--- config.mk ---
export PLATFORM = sky130hd
export DESIGN_NAME = int_ctrl
export DESIGN_NICKNAME = d
export VERILOG_FILES = /design/src/rtl/int_pkg.sv /design/src/rtl/int_prio_enc.sv /design/src/rtl/int_ctrl.sv
export SDC_FILE = /design/constraint.sdc
export NUM_CORES = 1
export LEC_CHECK = 0
export ABC_AREA = 1
export CAP_MARGIN = 20
export CORE_AREA = 3 3 40 42
export DETAILED_ROUTE_END_ITERATION = 16
export DIE_AREA = 0 0 43 45
export GPL_ROUTABILITY_DRIVEN = 0
export SLEW_MARGIN = 30
export SYNTH_ARGS = -nofsm -noshare
export SYNTH_HDL_FRONTEND = slang
export SYNTH_SLANG_ARGS = --single-unit
--- constraint.sdc ---
create_clock -name CK -period 1.2 [get_ports CK]
set_input_delay 0.3 -clock CK [delete_from_list [all_inputs] [get_ports CK]]
set_output_delay 0.3 -clock CK [all_outputs]
set_load 0.05 [all_outputs]
--- src/rtl/int_pkg.sv ---
// rtl/int_pkg.sv - shared state encoding and default source count for int_ctrl
package int_pkg;

  typedef enum logic [1:0] {
    IDLE  = 2'd0,
    REQ   = 2'd1,
    SERVE = 2'd2
  } state_t;

  localparam int NUM_SRC_DEF = 2;

endpackage

--- src/rtl/int_prio_enc.sv ---
// rtl/int_prio_enc.sv - lowest-index-wins priority encoder over the pending vector
module int_prio_enc
  import int_pkg::*;
#(
  parameter int NUM_SRC = NUM_SRC_DEF,
  parameter int ID_W    = ($clog2(NUM_SRC) > 0 ? $clog2(NUM_SRC) : 1)
) (
  input  logic [NUM_SRC-1:0] req,
  output logic [ID_W-1:0]    winner,
  output logic               any
);

  // Scan from the top down so the lowest set index is the last one written.
  always_comb begin
    winner = '0;
    for (int i = NUM_SRC - 1; i >= 0; i--) begin
      if (req[i]) winner = ID_W'(i);
    end
  end

  assign any = |req;

endmodule

--- src/rtl/int_ctrl.sv ---
// rtl/int_ctrl.sv - masked fixed-priority interrupt controller with claim/complete tracking
// Define INT_EDGE_EN for edge-triggered sources; level-sensitive otherwise.
module int_ctrl
  import int_pkg::*;
#(
  parameter int                    NUM_SRC  = NUM_SRC_DEF,
  parameter int                    ID_W     = ($clog2(NUM_SRC) > 0 ? $clog2(NUM_SRC) : 1),
  parameter logic [NUM_SRC-1:0]    MASK_RST = {NUM_SRC{1'b1}}
) (
  input  logic               CK,
  input  logic               RST,
  input  logic [NUM_SRC-1:0] IRQ_SRC,
  input  logic               MASK_WEN,
  input  logic [NUM_SRC-1:0] MASK_DI,
  input  logic               IntClaim,
  input  logic               IntRet,
  output logic               IntReq,
  output logic [ID_W-1:0]    IntID,
  output logic [NUM_SRC-1:0] IntMask,
  output logic [NUM_SRC-1:0] IntPend,
  output logic               InService
);

  state_t             state;
  logic [NUM_SRC-1:0] src_q;
  logic [NUM_SRC-1:0] mask;
  logic [NUM_SRC-1:0] pending;
  logic [ID_W-1:0]    int_id;
  logic               int_req;
  logic               in_service;
  logic [ID_W-1:0]    winner;
  logic               any;

  int_prio_enc #(
    .NUM_SRC (NUM_SRC),
    .ID_W    (ID_W)
  ) u_prio (
    .req    (pending),
    .winner (winner),
    .any    (any)
  );

  always_ff @(posedge CK) begin
    if (RST) begin
      src_q <= '0;
      mask  <= MASK_RST;
    end else begin
      src_q <= IRQ_SRC;
      if (MASK_WEN) mask <= MASK_DI;
    end
  end

`ifdef INT_EDGE_EN
  logic [NUM_SRC-1:0] edge_det;
  logic [NUM_SRC-1:0] clr;

  assign edge_det = IRQ_SRC & ~src_q;
  assign clr      = (IntClaim && state == REQ) ? (NUM_SRC'(1) << int_id) : '0;

  // A new edge on the bit being claimed re-arms it; masking drops it.
  always_ff @(posedge CK) begin
    if (RST) pending <= '0;
    else     pending <= ((pending & ~clr) | edge_det) & mask;
  end
`else
  always_ff @(posedge CK) begin
    if (RST) pending <= '0;
    else     pending <= src_q & mask;
  end
`endif

  always_ff @(posedge CK) begin
    if (RST) begin
      state      <= IDLE;
      int_id     <= '0;
      int_req    <= 1'b0;
      in_service <= 1'b0;
    end else begin
      case (state)
        IDLE: begin
          if (any) begin
            state   <= REQ;
            int_id  <= winner;
            int_req <= 1'b1;
          end
        end
        REQ: begin
          // Claim beats withdrawal; a higher-priority arrival never preempts.
          if (IntClaim) begin
            state      <= SERVE;
            int_req    <= 1'b0;
            in_service <= 1'b1;
          end else if (!pending[int_id]) begin
            state   <= IDLE;
            int_req <= 1'b0;
          end
        end
        SERVE: begin
          if (IntRet) begin
            state      <= IDLE;
            in_service <= 1'b0;
          end
        end
        default: begin
          state      <= IDLE;
          int_req    <= 1'b0;
          in_service <= 1'b0;
        end
      endcase
    end
  end

  assign IntReq    = int_req;
  assign IntID     = int_id;
  assign IntMask   = mask;
  assign IntPend   = pending;
  assign InService = in_service;

endmodule

* After elaboration in Yosys (flattened, before gate mapping) *
Cells that the tools add are included.

storage, ports and cells
  register bits = 11
  input port bits = 9
  output and inout bits = 7
  logic and storage cells = 39

operators by class
  order comparisons = 1
  eq/ne operators = 6
  mux-type cells = 16
  bitwise operators = 3
  reduce and logical (&&, ||, !) cells = 6

operator list
  operator                                                                      count
  1-bit 2-to-1 mux                                                              9
  3-bit AND reduction                                                           3
  2-bit 2-to-1 mux                                                              4
  2-bit inequality test, second input constant                                  3
  1-bit case mux with 3 select lines                                            2
  2-bit case mux with 3 select lines                                            1
  3-bit inequality test, second input constant                                  1
  2-bit bitwise AND                                                             1
  2-bit by 1-bit equality test with 1-bit output, second input constant         1
  2-bit equality test, second input constant                                    1
  2-bit zero test                                                               1
  1-bit by 2-bit less-than comparator with 1-bit output, second input constant  1
  1-bit inverter                                                                2
  2-bit AND reduction                                                           1
  2-bit OR reduction                                                            1

* Logic depth before layout (Yosys ltp) *
  depth in word-level cells = 5
  gate-level depth with buffers = 7

* Modules after synthesis *
From an unflattened synthesis, not the netlist that was laid out.

second synthesis, totals
  cell total of the unflattened synthesis = 56
  area total of the unflattened synthesis = 430.4 um2

modules (own cells, without submodules)
  module        times used  cells an instance  area each (um2)  sequential area each (um2)
  int_ctrl      1           52                 415.4            220.2
  int_prio_enc  1           4                  15.0             0.0

* Least setup slack after synthesis *
Ideal clock, no wire load.

  path type = register to register
  start = register pending[1] (netlist: IntPend[1])
  end = register int_req (netlist: IntReq)
  arrival = 1.058 ns
  required time = 1.085 ns
  slack = 0.026 ns
  cell stages (with the launch flop) = 6
  path buffers = 0
  period minus slack after synthesis = 1.174 ns
  cells stage by stage = dfxtp_1 -> nand2_1 -> nand2_1 -> nand2_2 -> a21oi_1 -> nor2_1

on the way
  longest elaborated chain between the ends = 4
  elaborated cells on any way between the ends = 6
  classes of those cells = eq/ne: 2; mux: 2; reduce/logical: 2

RTL lines
  what                                                  line             text
  start: declaration                                    int_ctrl.sv:27   logic [NUM_SRC-1:0] pending;
  start signal: assignment                              int_ctrl.sv:68   else pending <= src_q & mask;
  1-bit 2-to-1 mux (not written as such) (2 in series)  int_ctrl.sv:93   end else if (!pending[int_id]) begin
  3-bit inequality test (no line)                       n/a
  3-bit AND reduction (no line) (*)                     n/a
  end signal: assignment                                int_ctrl.sv:91   int_req <= 1'b0;
  end signal: assignment                                int_ctrl.sv:95   int_req <= 1'b0;
  end signal: assignment                                int_ctrl.sv:106  int_req <= 1'b0;
  end: declaration                                      int_ctrl.sv:29   logic int_req;

Every way passes the cells marked *; elsewhere a longest branch is shown, timed or not. The select of a mux whose other input is x is not followed.
A chain may end at the register's enable or synchronous reset.

* Worst setup path after layout *
  start = register pending[1] (netlist: IntPend[1])
  end = output port IntPend[1]

RTL lines
  what              line            text
  end: declaration  int_ctrl.sv:20  output logic [NUM_SRC-1:0] IntPend,

No word-level cell between the ends.

==> results.md <==
* Status: completed
* Post-synthesis sequential area ratio at 52.7%
* Synth warn at 0
* Fmax at 859 MHz
* Crit path largest cell delay at 0.43 ns
* Inserted Clock Buffers at 3
* Initial antenna violation count at 0
* GRT Residual Overflow at 0
* # DRC at 0
* Worst Setup EP: IntPend[1]
* CP arrival at 0.86 ns
* Clock root buffer: clkbuf_4
* Clock sink count at 11
* Crit path buf inv count at 1
* Tightest Pin Transition at 0.215 ns
* Logic pwr share at 21.1%
* Final worst path period need at 1.16 ns
* Reg-to-Reg End: IntReq$_SDFFE_PP0P_
* Met3 usage at 2.79%
* R2r setup slk at 0.27 ns
* Diodes inserted at 0
* Crit path max fanout at 5
* Hold Buf Count CTS at 0
* Final wirelength at 787 um
* I/O pins at 16
* CP Launch Point: IntPend[1]$_SDFF_PP0_
* Met1 Use GR at 9.93%
* CP Depth at 1
* Die Ht at 45 um
* Maximum vdd ir drop at 0.508 mV
* MaxCap Viol Count at 0
* Syn Area/Cell at 7.60 um2
* Clock Power Share at 29.8%
* Core Rows at 13
* Worst slew margin at 85.7%
* CP startpoint kind: flop
* Synthesis-to-finish area growth at 65.9%
* Switching part of the total at 26.7%
* Slew Limit Fails at 0
* Core area at 1280 um2
* Lkg Pwr at 0.301 nW
* Worst Path Required at 0.90 ns
* Met2 GRT Util at 15.6%
* Mapped Area at 418 um2
* Worst setup margin at 0.0360 ns
* Clock Pin Slew Worst Setup and Hold Paths at 0.07 ns
* Synth cell types at 13
* CP Class: reg -> out
* CTS tree: built
* Period utilization at 97.0%
* Wire per inst at 8.74 um
* Largest area contributor in the synthesized netlist: dfxtp_1
* CP delay by family, top: flip-flops
* Fraction of registers with async set or reset after synthesis at 0%
* Share of cells above drive strength 1 at 18.7%
* Post-synth EDFFs at 0
* Most common cell in the netlist: dfxtp_1
* Starting density of the core at 32.5%
* Vias in the first global route at 357
* Cells after Synth at 55
* Synth top area share at 52.7%
* Total global-route track usage at 9.34%
* Psw at 0.000220 W
* Main synth FF type: dfxtp_1
* Fillcell total at 124
* CP cell instances: buf_12
* Power per cell area at 1190 nW/um2
* Final core occ at 53.9%
* Clk_lat worst skew at 0.26 ns
* Top cells by area, synth: dfxtp_1 (53%), nand2_1 (9.0%), a21oi_1 (8.4%), inv_1 (8.1%), nor2_1 (6.3%)
* DR iter-0 viols at 1
* Largest net degree at the start of global routing at 8
* Setup bufs post-CTS at 0
* Layout Skew at 0.00287 ns
* Area of the multi-input gates at 159 um2
* Mapped Nets at 64
* Post-DP HPWL at 619 um
* Slowest CP cell: dfxtp_1
* Hold Path Class: reg -> reg
* Final Hold Fails at 0
* #FFs+latches synth at 11
* Placed Cells at 86
* Critical Path Sink Type: output port
* RSZ-0062 raised after global routing: no
* Most Crowded Layer GR: met2
* First-pass GRT wire length at 1340 um
* Detail Route Antenna Nets at 0
* Final setup TNS at 0 ns
* Port buffer count at 15
* Post-CTS resize count at 0
* Via Count at 401
* Via/cell ratio at 4.46
* Non-filler instance count after layout at 90
* Clock buffer depth at 2
* Post-synth top cells: dfxtp_1 (11), nand2_1 (10), inv_1 (9)
* DRT Pass-1 Iters at 2
* Worst R2R Start: IntPend[1]$_SDFF_PP0_
* Die W at 43 um
* DP Worst Slack at -0.115 ns
* Nets at 85
* Min Hold Slack at 0.427 ns
* Flop pwr share at 49.2%
* R2R depth at 5
* H-tree depth at 1
* Die ar. at 1940 um2
* Int Power at 0.000606 W
* Final setup fails at 0
* Register Area at 220 um2
## stage by stage
step / area (um2) / power [W]
finish: 693 / 0.000827
global route: 693 / 0.000864
CTS: 693 / 0.000838
detailed placement: 667 / 0.000591
global placement: 667 / 0.000590
floorplan: 418 / 0.000490
## worst min path at each step
stage	startpoint	endpoint	slack [ns]	depth (start not counted)
after floorplan	MASK_WEN	IntMask[0]$_SDFFE_PP1P_	0.40	1
after global placement	src_q[0]$_SDFF_PP0_	IntPend[0]$_SDFF_PP0_	0.41	2
after detailed placement	src_q[1]$_SDFF_PP0_	IntPend[1]$_SDFF_PP0_	0.42	2
after CTS	src_q[0]$_SDFF_PP0_	IntPend[0]$_SDFF_PP0_	0.43	2
after global routing	src_q[1]$_SDFF_PP0_	IntPend[1]$_SDFF_PP0_	0.45	2
final	src_q[1]$_SDFF_PP0_	IntPend[1]$_SDFF_PP0_	0.43	2
## final cells by class
type | count | area share [%]
Clock buffer | 4 | 3.79
Tap cell | 15 | 2.71
Inverter | 9 | 4.87
Sequential cell | 11 | 31.8
Multi-Input combinational cell | 34 | 22.9
Timing Repair Buffer | 17 | 33.9
## logic make-up after synthesis
family | Yosys count | share of synthesized area (%)
and+or+nand+nor | 21 | 21.3
buffers and inverters | 10 | 9.28
AOI/OAI and AO/OA | 13 | 16.8
DFF | 11 | 52.7
## state kept, by name, indices dropped and copies added, names as in the netlist
signal,count
IntPend,2
IntMask,2
IntID,1
IntReq,1
InService,1
state,2
src_q,2
## power groups by stage
stage | Sequential [W] | Clock, W | Combinational [W]
global placement | 0.000415 | 0 | 0.000175
global route | 0.000410 | 0.000268 | 0.000187
finish | 0.000406 | 0.000246 | 0.000174
detailed placement | 0.000415 | 0 | 0.000176
CTS | 0.000407 | 0.000254 | 0.000177
floorplan | 0.000452 | 0 | 0.0000378
## layer usage
layer / routed length (um) / vias up / share of wire [%]
li1: - / 212 / -
met1: 343 / 175 / 44
met2: 364 / 12 / 46
met3: 71 / 2 / 9.0
met4: 8 / 0 / 1.0
met5: 0 / - / 0
## cells in the final DEF, fill, tap and decap left out
| cell | synthesis | final |
|---|---|---|
| nand2_1 | 10 | 10 |
| nand3_1 | 1 | 1 |
| clkdlybuf4s50_1 | 0 | 8 |
| a21oi_1 | 7 | 7 |
| a211oi_1 | 1 | 1 |
| clkbuf_4 | 0 | 3 |
| o21ai_0 | 4 | 4 |
| buf_4 | 0 | 2 |
| o21bai_1 | 1 | 1 |
| buf_12 | 0 | 7 |
| dfxtp_1 | 11 | 11 |
| nand2_2 | 1 | 1 |
| nand3b_1 | 1 | 1 |
| clkbuf_1 | 0 | 1 |
| nor2_1 | 7 | 7 |
| nor2_2 | 1 | 1 |
| inv_1 | 9 | 9 |
(Power assumes the default switching activity.)
